### src/rtl/convmax_pkg.sv
// convmax_pkg: shared window geometry, sample types and feeder states for the convmax front end.
package convmax_pkg;
  localparam int WIN_LEN = 48;
  localparam int NPOS = 32;
  localparam int STRIDE = 32;
  localparam int KLEN = 8;
  typedef logic [7:0] pixel_t;
  typedef logic [15:0] val_t;
  typedef enum logic [1:0] {FILL, EVAL, EMIT} state_t;
endpackage

### src/rtl/convmax_winbuf.sv
// convmax_winbuf: 48-sample pixel shift register; element 0 is the oldest sample.
module convmax_winbuf
  import convmax_pkg::*;
(
  input  logic                   clk,
  input  logic                   reset_n,
  input  logic                   shift_i,
  input  pixel_t                 din_i,
  output pixel_t [0:WIN_LEN-1]   win_o
);
  always_ff @(posedge clk or negedge reset_n)
    if (!reset_n) win_o <= '0;
    else if (shift_i) win_o <= {win_o[1:WIN_LEN-1], din_i};
endmodule

### src/rtl/convmax_feeder.sv
// convmax_feeder: builds overlapping 48-pixel windows (stride 32) for the conv stage,
// holds its coefficients and reduces per-window maxima to one result per row.
module convmax_feeder
  import convmax_pkg::*;
#(
  parameter int LAT   = 2,
  parameter int POS_W = 16
) (
  input  logic                 clk,
  input  logic                 reset_n,
  input  pixel_t               pix_data,
  input  logic                 pix_valid,
  input  logic                 pix_last,
  output logic                 pix_ready,
  input  logic                 coef_we,
  input  logic [2:0]           coef_addr,
  input  pixel_t               coef_data,
  output pixel_t [0:WIN_LEN-1] win_data,
  output pixel_t [0:KLEN-1]    gauss,
  input  val_t                 cm_maxval,
  input  logic [7:0]           cm_maxpos,
  output logic                 res_valid,
  input  logic                 res_ready,
  output val_t                 res_maxval,
  output logic [POS_W-1:0]     res_pos
);
  localparam int LW = $clog2(LAT + 1);
  state_t state_q, state_d;
  logic [5:0] cnt_q, cnt_d, need_q, need_d;
  logic [LW-1:0] lat_q, lat_d;
  logic [POS_W-1:0] base_q, base_d, run_pos_q, run_pos_d;
  val_t run_max_q, run_max_d;
  logic last_pend_q, last_pend_d;
  pixel_t [0:KLEN-1] gauss_q;
  logic accept, sample;
  assign pix_ready = state_q == FILL;
  assign accept = pix_valid && pix_ready;
  assign sample = state_q == EVAL && lat_q == '0;
  assign res_valid = state_q == EMIT;
  assign res_maxval = run_max_q;
  assign res_pos = run_pos_q;
  assign gauss = gauss_q;
  convmax_winbuf u_winbuf (
    .clk     (clk),
    .reset_n (reset_n),
    .shift_i (accept),
    .din_i   (pix_data),
    .win_o   (win_data)
  );
  always_comb begin
    state_d = state_q;
    cnt_d = cnt_q;
    need_d = need_q;
    lat_d = lat_q;
    base_d = base_q;
    run_max_d = run_max_q;
    run_pos_d = run_pos_q;
    last_pend_d = last_pend_q;
    if (accept) begin
      cnt_d = cnt_q + 6'd1;
      if (cnt_d == need_q) begin
        state_d = EVAL;
        lat_d = LW'(LAT);
        last_pend_d = pix_last;
      end else if (pix_last) state_d = EMIT;
    end
    if (state_q == EVAL && lat_q != '0) lat_d = lat_q - LW'(1);
    // Ties go to the later window, matching the conv stage's own argmax rule
    if (sample) begin
      if (cm_maxval >= run_max_q) begin
        run_max_d = cm_maxval;
        run_pos_d = base_q + POS_W'(cm_maxpos);
      end
      if (last_pend_q) state_d = EMIT;
      else begin
        state_d = FILL;
        need_d = 6'(STRIDE);
        cnt_d = '0;
        base_d = base_q + POS_W'(STRIDE);
      end
    end
    if (state_q == EMIT && res_ready) begin
      state_d = FILL;
      run_max_d = '0;
      run_pos_d = '0;
      base_d = '0;
      need_d = 6'(WIN_LEN);
      cnt_d = '0;
      last_pend_d = 1'b0;
    end
  end
  always_ff @(posedge clk or negedge reset_n)
    if (!reset_n) begin
      state_q <= FILL;
      cnt_q <= '0;
      need_q <= 6'(WIN_LEN);
      lat_q <= '0;
      base_q <= '0;
      run_max_q <= '0;
      run_pos_q <= '0;
      last_pend_q <= 1'b0;
      gauss_q <= '0;
    end else begin
      state_q <= state_d;
      cnt_q <= cnt_d;
      need_q <= need_d;
      lat_q <= lat_d;
      base_q <= base_d;
      run_max_q <= run_max_d;
      run_pos_q <= run_pos_d;
      last_pend_q <= last_pend_d;
      if (coef_we) gauss_q[coef_addr] <= coef_data;
    end
endmodule

### config.mk
export PLATFORM = sky130hd
export DESIGN_NAME = convmax_feeder
export DESIGN_NICKNAME = d
export VERILOG_FILES = /design/src/rtl/convmax_pkg.sv /design/src/rtl/convmax_winbuf.sv /design/src/rtl/convmax_feeder.sv
export SDC_FILE = /design/constraint.sdc
export NUM_CORES = 1
export LEC_CHECK = 0
export BUFFER_PORTS_ARGS = -buffer_cell sky130_fd_sc_hd__buf_2
export CORE_AREA = 2 2 208 210
export CTS_BUF_LIST = sky130_fd_sc_hd__clkbuf_8
export CTS_CLUSTER_SIZE = 28
export DETAILED_ROUTE_END_ITERATION = 10
export DIE_AREA = 0 0 210 212
export PLACE_DENSITY_LB_ADDON = 0.1
export SETUP_SLACK_MARGIN = 0.2
export SLEW_MARGIN = 10
export SYNTH_ARGS = -nofsm -noshare
export SYNTH_HDL_FRONTEND = slang
export SYNTH_SLANG_ARGS = --single-unit
### constraint.sdc
create_clock -name clk -period 6.1 [get_ports clk]
set_input_delay 1.22 -clock clk [delete_from_list [all_inputs] [get_ports clk]]
set_output_delay 1.22 -clock clk [all_outputs]
set_load 0.05 [all_outputs]
==> results of run 1 <==
==> per-stage QoR <==
step	std cells	cell area (sq um)	utilization
final	2443	24500	0.576
after global routing	2443	24500	0.576
after CTS	2443	24500	0.576
after detailed placement	2288	22800	0.537
after global placement	2288	22800	0.537
after floorplan	1262	19700	-
==> worst reg2reg max path: stages, from the launching register on <==
cell     delay (ns)
dfrtp_1        0.45
nor2b_2        0.17
nand2_1        0.49
o21ai_0        0.36
nor4b_1        0.27
a22o_2         0.89
mux2_2         0.42
==> per-layer routing <==
metal  share of wire  global-route usage  vias to the layer above  routed length (um)
li1                -                   -                     5583                   -
met1            0.40               0.252                     6224               18700
met2            0.49               0.342                      378               23000
met3           0.086              0.0808                       72                4070
met4           0.030              0.0858                        0                1430
met5               0                   0                        -                   0
==> sequential cells by signal, summed over array words and instances, names as in the netlist <==
signal	count
res_pos	16
gauss	64
cnt_q	6
need_q	1
last_pend_q	1
base_q	11
u_winbuf.win_o	384
state_q	2
res_maxval	16
lat_q	2
==> placed cells by master (no fill, tap or decap), drive strengths merged <==
cell and n:
buf 539, dfrtp 502, mux2 459, clkbuf 102, inv 65, nand2 44
nor2 30, mux2i 24, ha 22, xor2 17, o21ai 11, a21oi 10
nand4 9, clkinv 8, xnor2 5, nand3 5, clkinvlp 5, nor3 5
and3 4, nand4b 4, or3 3, and2 3, nor3b 3, nand2b 2
nor2b 2, a211oi 2, and2b 1, or2 1, and3b 1, o2111ai 1
nand3b 1, nor4b 1, a211o 1, o21a 1, a22o 1, a31oi 1
o22ai 1, dfstp 1
==> cells by family (layout without fill, tap and decap cells) <==
group	count (synthesis)	count (layout)
muxes	483	483
and+or+nand+nor	119	119
DFF	503	503
adders and majority gates	22	22
AOI/OAI and AO/OA	29	29
xor gates and xnor gates	22	22
buffers and inverters	84	719
==> final cells by class <==
type                       count  share of cell area
sequential                   503               0.514
multi-input combinational    675               0.273
timing repair buffer         539               0.114
clock buffer                 102              0.0574
tap                          546              0.0279
clock inverter                53             0.00951
inverter                      25             0.00383
==> report_power, final <==
group          leakage (nW)  total (mW)  switching, mW  internal (mW)
combinational          5.62        4.63           3.45           1.18
sequential             6.56        4.58          0.508           4.07
clock                 0.978        2.84           1.33           1.51
==> final timing paths <==
kind | from | slack [ns] | cells after the start | endpoint
max reg2reg | state_q[0] | 2.93 | 6 | res_maxval[0]
min in group asynchronous | reset_n | 0.62 | 1 | gauss[20]
min | gauss[58] | 0.50 | 1 | gauss[58]
min reg2reg | gauss[58] | 0.50 | 1 | gauss[58]
max | res_ready | 2.72 | 7 | res_maxval[0]
max in group asynchronous | reset_n | 4.21 | 2 | u_winbuf.win_o[215]
==> impl_metrics.csv, run 1 <==
group,metric,value,unit
sta,fmax,295,MHz
synth,muxShareOfSynthArea,0.277,
final_layout,layout-drive-gt1-share,0.593,
placement,pre_cts_ws,2.05,ns
placement,dp_hpwl,33.0,mm
synth,yosys.area_share.adder,0.0140,
floorplan,core-area,42500,sq um
floorplan,pin_count,531,
pwr,max-vdd-ir-drop,0.000411,V
synth,seq_area_frac_synth,0.641,
critical_path,critical_path_buf_inv_count,1,
detailed_routing,vias,12257,
sta,rsz0062_at_grt,"false",
min_path,min_path_type,"reg -> reg",
detailed_routing,drc,0,
pwr,power,12.1,mW
sta,slew_violations,0,
global_routing,grt_pass1_wl,73.0,mm
clocking,clk_pin_slew_worst_paths,0.06,ns
critical_path,cp_slowest_cell,"a22o_2",
final_layout,multi_input_area,6680,sq um
sta,fin_crit_sh,0.555,
sta,whs,0.498,ns
floorplan,rows,76,
detailed_routing,viasPerCell,5.02,
sta,tns,0,ns
clocking,htreeDepth,3,
floorplan,die_y,212,um
detailed_routing,antenna_left,0,
global_routing,grt-ovfl-total,0,
detailed_routing,drt-initial-drc-count,568,
sta,fin_skew,0.0135,ns
global_routing,grt_max_degree,150,
clocking,cts_buffer_depth,3,
pwr,power.leakage,13.2,nW
synth,synth_top_area_share,0.639,
synth,synth_compound_area_frac,0.00872,
critical_path,cp_top_family,"compound AO/OA/AOI/OAI gates",
detailed_routing,avgRoutedWirePerCell,19.3,um
synth,synthTopCellsByArea,"dfrtp_1, mux2_2, ha_1",
synth,synth-edff-count,0,
clocking,cts_sinks,503,
synth,syn_nets,1333,
final_layout,final_nets,1898,
critical_path,cp-end-kind,"flop",
sta,layout_setup_ws,2.72,ns
clocking,cts_setup_buffers,0,
final_layout,antenna_cells,0,
sta,hold_violations,0,
synth,syn_area,19700,sq um
critical_path,cpPeakStageDelay,0.89,ns
sta,post-route-min-period,3.38,ns
sta,finalSetupViolations,0,
outcome,status,"complete, no violations",
synth,postSynthCellCount,1262,
clocking,clock_tree.root_cell,"clkbuf_8",
placement,io_buffers,530,
clocking,cts_buffers,83,
floorplan,fp.dieW,210,um
clocking,cts_tree,"yes",
placement,place_congestion,0.817,
job,cap_violations,0,
synth,synth_cell_types,45,
critical_path,critPathLaunchType,"primary input",
clocking,clk-insertion-delay-late,0.63,ns
sta,worstMarginPinSlew,1.04,ns
detailed_routing,wl,47.2,mm
critical_path,cp_max_fo,32,
synth,synth-seq-cells,503,
synth,synth_top_family_by_area,"multiplexers",
critical_path,crit_arrival,3.89,ns
synth,yosysWarnings,0,
synth,synth_async_sr_flop_share,1.00,
critical_path,crit_chain,"buf_2 -> nor2b_2 -> nand2_1 -> o21ai_0 -> nor4b_1 -> a22o_2 -> mux2_2",
synth,synthFlopType,"dfrtp_1",
synth,yosys.area.top_type,"dfrtp_1",
synth,postSynthAreaPerCell,15.6,sq um
clocking,post_cts_resized,0,
global_routing,grt_pass1_vias,12786,
floorplan,fp.dieArea,44500,sq um
synth,synth_xor_xnor_area_share,0.00980,
floorplan,start_util,0.462,
detailed_routing,firstDrtPassIters,4,
global_routing,grtUsageTotal,0.210,
final_layout,fillers,3569,
clocking,cts-hold-fix-buffers,0,
critical_path,critPathKind,"in -> reg",
final_layout,regArea,12600,sq um
synth,synthTopCellsByCount,"dfrtp_1, mux2_2, nand2_1, buf_2, nor2_1",
synth,synth_most_common_cell,"dfrtp_1",
critical_path,cp.required,6.61,ns
final_layout,areaGrowthSynthToFinish,24.5,%
pwr,powerDensity,492,nW/um^2
sta,max_slew_margin,0.309,
global_routing,antenna_found_initial,0,
synth,yosys.area_share.simple,0.0300,
Power figures use the tool's default switching activity.
==> run 2, diff against run 1 <==
CORE_AREA = default   (was 2 2 208 210)
CORE_MARGIN = 2   (was default)
CORE_UTILIZATION = 49   (was default)
DIE_AREA = default   (was 0 0 210 212)
clock period = 3.09 ns   (was 6.1 ns; I/O delays follow)
==> run 2 against run 1 <==
Count of clock-buffer cells in the layout fell by 7. Worst setup slack got worse by 2.3 ns. Highest routed layer unchanged. Cell count fell by 0.16%. Largest cell class unchanged. Sequential share of layout area fell by 0.38 points. Core utilization rose by 4.6 points. First-iteration DRC count fell by 13%.
==> impl_metrics.csv, run 2 (synthesized netlist as in run 1, its figures left out) <==
group,metric,value,unit
clocking,clk-insertion-delay-late,0.64,ns
min_path,min_path_cells,2,
global_routing,grt_pass1_wl,74.1,mm
min_path,holdCritStartpoint,"pix_data[2]",
critical_path,cp_max_fo,29,
clocking,clock_tree.root_cell,"clkbuf_8",
clocking,clk_pin_slew_worst_paths,0.06,ns
sta,worstMarginPinSlew,0.933,ns
clocking,cts_buffers,82,
min_path,min_to,"u_winbuf.win_o[2]",
sta,post-route-min-period,2.67,ns
clocking,cts_tree,"yes",
placement,dp_hpwl,34.7,mm
sta,fin_skew,0.0229,ns
critical_path,crit_arrival,3.21,ns
sta,fin_crit_sh,0.864,
critical_path,critPathKind,"reg -> reg",
global_routing,antenna_found_initial,0,
job,cap_violations,0,
critical_path,cp_top_family,"compound AO/OA/AOI/OAI gates",
placement,io_buffers,530,
floorplan,fp.dieW,204,um
detailed_routing,firstDrtPassIters,4,
clocking,cts_setup_buffers,0,
floorplan,start_util,0.496,
floorplan,die_y,204,um
clocking,post_cts_resized,0,
sta,fmax,374,MHz
sta,rsz0062_at_grt,"false",
detailed_routing,drt-initial-drc-count,493,
clocking,cts_buffer_depth,3,
global_routing,grtUsageTotal,0.230,
final_layout,layout_commonest_cell,"buf_2",
final_layout,largest_register,"u_winbuf.win_o",
critical_path,cp_slowest_cell,"a22o_2",
global_routing,grt-ovfl-total,0,
final_layout,final_nets,1922,
critical_path,cp-end-kind,"flop",
sta,hold_violations,0,
floorplan,fp.dieArea,41700,sq um
critical_path,critical_path_buf_inv_count,2,
pwr,power.leakage,13.3,nW
floorplan,rows,73,
final_layout,largest_register_ffs,384,
critical_path,critPathLaunchType,"flop",
detailed_routing,antenna_left,0,
sta,slew_violations,0,
clocking,cts_sinks,503,
outcome,status,"complete, no violations",
final_layout,layout-drive-gt1-share,0.595,
clocking,htreeDepth,3,
global_routing,grt_pass1_vias,12751,
detailed_routing,drc,0,
pwr,power,23.7,mW
final_layout,antenna_cells,0,
placement,place_congestion,0.883,
detailed_routing,avgRoutedWirePerCell,19.7,um
sta,max_slew_margin,0.378,
critical_path,cp.required,3.63,ns
critical_path,rr_endpoint,"res_maxval[3]",
final_layout,areaGrowthSynthToFinish,25.4,%
pwr,powerDensity,961,nW/um^2
critical_path,cpPeakStageDelay,0.83,ns
min_path,min_path_type,"in -> reg",
detailed_routing,wl,48.1,mm
global_routing,grt_max_degree,98,
floorplan,core-area,39600,sq um
detailed_routing,vias,12510,
floorplan,pin_count,531,
sta,tns,0,ns
pwr,max-vdd-ir-drop,0.000983,V
critical_path,r2r_cells,8,
final_layout,mostFrequentLayoutCells,"buf_2, dfrtp_1, mux2_2",
critical_path,crit_chain,"inv_1 -> ha_1 -> nand2_1 -> o21ai_0 -> nor4b_1 -> a22o_2 -> buf_4 -> mux2i_1",
critical_path,r2r_slack,0.42,ns
critical_path,r2r-start,"lat_q[0]",
detailed_routing,viasPerCell,5.13,
sta,finalSetupViolations,0,
-- run 2: worst reg2reg max path: stages, from the launching register on --
cell and delay (ns):
dfrtp_1 0.39, inv_1 0.06, ha_1 0.18, nand2_1 0.09, o21ai_0 0.22, nor4b_1 0.32, a22o_2 0.83, buf_4 0.29
mux2i_1 0.21
-- run 2: routing by layer --
metal	vias up	share of wire	global-route usage
met3	90	0.085	0.0848
li1	5634	-	-
met2	387	0.50	0.380
met4	0	0.029	0.0807
met5	-	0	0
met1	6399	0.39	0.277
-- run 2: stage by stage --
stage / cells / hold slack, ns / instance area (sq um) / worst slack [ns] / utilization
final: 2439 / 0.212 / 24700 / 0.419 / 0.622
after floorplan: 1262 / 0.322 / 19700 / 0.653 / -
after global placement: 2291 / 0.481 / 23100 / 0.237 / 0.582
after global routing: 2439 / 0.159 / 24700 / 0.222 / 0.622
after detailed placement: 2291 / 0.489 / 23100 / 0.148 / 0.582
after CTS: 2439 / 0.152 / 24700 / 0.448 / 0.622
-- run 2: cell type report --
class	instances	area [sq um]
Timing Repair Buffer	564	3080
Tap cell	525	657
Fill cell	3201	15000
Clock inverter	52	246
Sequential cell	503	12600
Clock buffer	95	1310
Multi-Input combinational cell	675	6680
Inverter	25	93.8
-- run 2: power breakdown --
group	switching [mW]	internal, mW
Sequential	1.04	8.04
Clock	2.60	2.82
Combinational	6.81	2.37
Total	10.5	13.2
-- run 2: how the worst max path moves through the flow --
stage                  start                  end  slack, ns  depth (start not counted)
2_1_floorplan     state_q[1]  u_winbuf.win_o[297]       0.65                          6
3_3_place_gp   cm_maxval[14]        res_maxval[0]       0.24                          6
3_5_place_dp   cm_maxval[14]       res_maxval[15]       0.15                          7
4_1_cts             lat_q[0]        res_maxval[3]       0.45                          8
5_1_grt             lat_q[0]        res_maxval[3]       0.22                          8
6_report            lat_q[0]        res_maxval[3]       0.42                          8
-- run 2: timing repair --
action,in CTS,in global routing
setup endpoints to repair,0,0
hold buffers,1,0
endpoints found under the hold margin,41,0
==> run 3, diff against run 2 <==
CORE_ASPECT_RATIO = 0.7   (was default)
CORE_MARGIN = default   (was 2)
==> run 3 against run 2 <==
Global-route usage grew 0.34 points. Flip-flop and latch count is the same. Power grew 0.73%. Combinational power shrank 0.5%. Critical path depth shrank 1. Via count shrank 1.5%. Clock power grew 4.2%. Critical path type unchanged.
==> impl_metrics.csv, run 3 (synthesized netlist as in run 1, its figures left out) <==
group,metric,value,unit
critical_path,crit_chain,"inv_1 -> ha_1 -> nand2_1 -> o21ai_0 -> nor4b_1 -> a22o_4 -> mux2_2",
clocking,clock_tree.root_cell,"clkbuf_8",
global_routing,antenna_found_initial,0,
min_path,min_to,"u_winbuf.win_o[3]",
pwr,power.switching,10.3,mW
floorplan,die_y,170,um
detailed_routing,avgRoutedWirePerCell,19.6,um
sta,max_slew_margin,0.535,
global_routing,grt-ovfl-total,0,
final_layout,layout-drive-gt1-share,0.603,
floorplan,fp.dieArea,40900,sq um
detailed_routing,drt-initial-drc-count,574,
final_layout,final_cell_count_no_fill,2424,
critical_path,rr_endpoint,"res_maxval[0]",
pwr,internal_power,13.5,mW
final_layout,final_util,0.635,
final_layout,layout_commonest_cell,"buf_2",
placement,dp.cells,2288,
clocking,cts_tree,"yes",
pwr,max-vdd-ir-drop,0.000953,V
critical_path,critPathLaunchType,"flop",
outcome,status,"complete, no violations",
sta,fin_skew,0.0258,ns
sta,tns,0,ns
final_layout,areaGrowthSynthToFinish,25.8,%
floorplan,rows,60,
floorplan,core-area,39000,sq um
pwr,combPwrFrac,0.383,
final_layout,regArea,12600,sq um
clocking,cts_sinks,503,
pwr,power.leakage,13.2,nW
critical_path,r2r_cells,7,
detailed_routing,wl,47.6,mm
final_layout,multi_input_area,6680,sq um
min_path,min_path_type,"in -> reg",
sta,fin_crit_sh,0.808,
detailed_routing,firstDrtPassIters,5,
sta,rsz0062_at_grt,"false",
placement,dp_hpwl,34.7,mm
critical_path,cp.required,3.57,ns
pwr,power,23.9,mW
critical_path,r2r_slack,0.59,ns
detailed_routing,vias,12322,
critical_path,crit_arrival,2.98,ns
min_path,min_path_cells,2,
detailed_routing,drc,0,
sta,whs,0.234,ns
sta,layout_setup_ws,0.592,ns
sta,hold_violations,0,
placement,post_dp_cell_area,23100,sq um
pwr,clockPowerShare,0.237,
placement,io_buffers,530,
sta,post-route-min-period,2.50,ns
floorplan,fp.dieW,241,um
placement,place_congestion,0.807,
critical_path,cp_slowest_cell,"a22o_4",
clocking,cts_buffers,77,
global_routing,grt_pass1_wl,73.1,mm
detailed_routing,viasPerCell,5.08,
pwr,p_sw_frac,0.432,
sta,worstMarginPinSlew,0.694,ns
critical_path,r2r-start,"lat_q[0]",
sta,fmax,400,MHz
min_path,holdCritStartpoint,"pix_data[3]",
clocking,htreeDepth,3,
detailed_routing,antenna_left,0,
final_layout,largest_register_ffs,384,
critical_path,cp_max_fo,32,
placement,pre_cts_ws,0.183,ns
critical_path,critical_path_buf_inv_count,1,
floorplan,pin_count,531,
global_routing,grt_max_degree,77,
pwr,pwr-share-seq,0.380,
sta,finalSetupViolations,0,
floorplan,start_util,0.504,
final_layout,largest_register,"u_winbuf.win_o",
global_routing,grt_pass1_vias,12713,
critical_path,cpPeakStageDelay,0.54,ns
final_layout,antenna_cells,0,
pwr,powerDensity,965,nW/um^2
final_layout,final_nets,1912,
clocking,clk_pin_slew_worst_paths,0.06,ns
final_layout,design_area,24700,sq um
sta,slew_violations,0,
final_layout,fillers,3052,
global_routing,grtUsageTotal,0.233,
critical_path,cp_top_family,"compound AO/OA/AOI/OAI gates",
clocking,cts_setup_buffers,0,
critical_path,cp-end-kind,"flop",
critical_path,critPathKind,"reg -> reg",
clocking,clk-insertion-delay-late,0.62,ns
final_layout,mostFrequentLayoutCells,"buf_2, dfrtp_1, mux2_2",
job,cap_violations,0,
clocking,cts_buffer_depth,3,
==> run 3: how the worst max path moves through the flow <==
stage,to,slack (ns),depth (start not counted),start
after global placement,res_maxval[0],0.20,6,cm_maxval[15]
final,res_maxval[0],0.59,7,lat_q[0]
after floorplan,u_winbuf.win_o[297],0.65,6,state_q[1]
after CTS,res_maxval[0],0.33,7,lat_q[0]
after detailed placement,res_maxval[0],0.18,6,cm_maxval[13]
after global routing,res_maxval[0],0.32,7,lat_q[0]
==> run 3: cell type report <==
| cell class | instances | share of cell area |
|---|---|---|
| Tap cell | 527 | 0.0267 |
| Clock inverter | 32 | 0.00810 |
| Timing Repair Buffer | 559 | 0.125 |
| Inverter | 25 | 0.00380 |
| Sequential cell | 503 | 0.509 |
| Clock buffer | 103 | 0.0573 |
| Multi-Input combinational cell | 675 | 0.270 |
==> run 3: timing repair <==
action                                 4_1_cts  5_1_grt
setup endpoints to repair                    0       11
endpoints found under the hold margin       56        0
resized for setup                            0        1
hold buffers                                 1        0
==> run 3: layer usage <==
metal  vias up  wire [um]  global-route usage
li1       5629          -                   -
met1      6268      19600               0.294
met2       326      23400               0.374
met3        99       3240              0.0742
met4         0       1440              0.0922
met5         -          0                   0
==> run 3: power by group through the flow <==
stage / combinational, mW / sequential (mW) / clock (mW)
3_3_place_gp: 9.11 / 9.11 / 0
4_1_cts: 9.21 / 9.07 / 5.83
6_report: 9.13 / 9.07 / 5.65
3_5_place_dp: 9.19 / 9.18 / 0
2_1_floorplan: 1.93 / 14.0 / 0
5_1_grt: 9.54 / 9.27 / 6.13
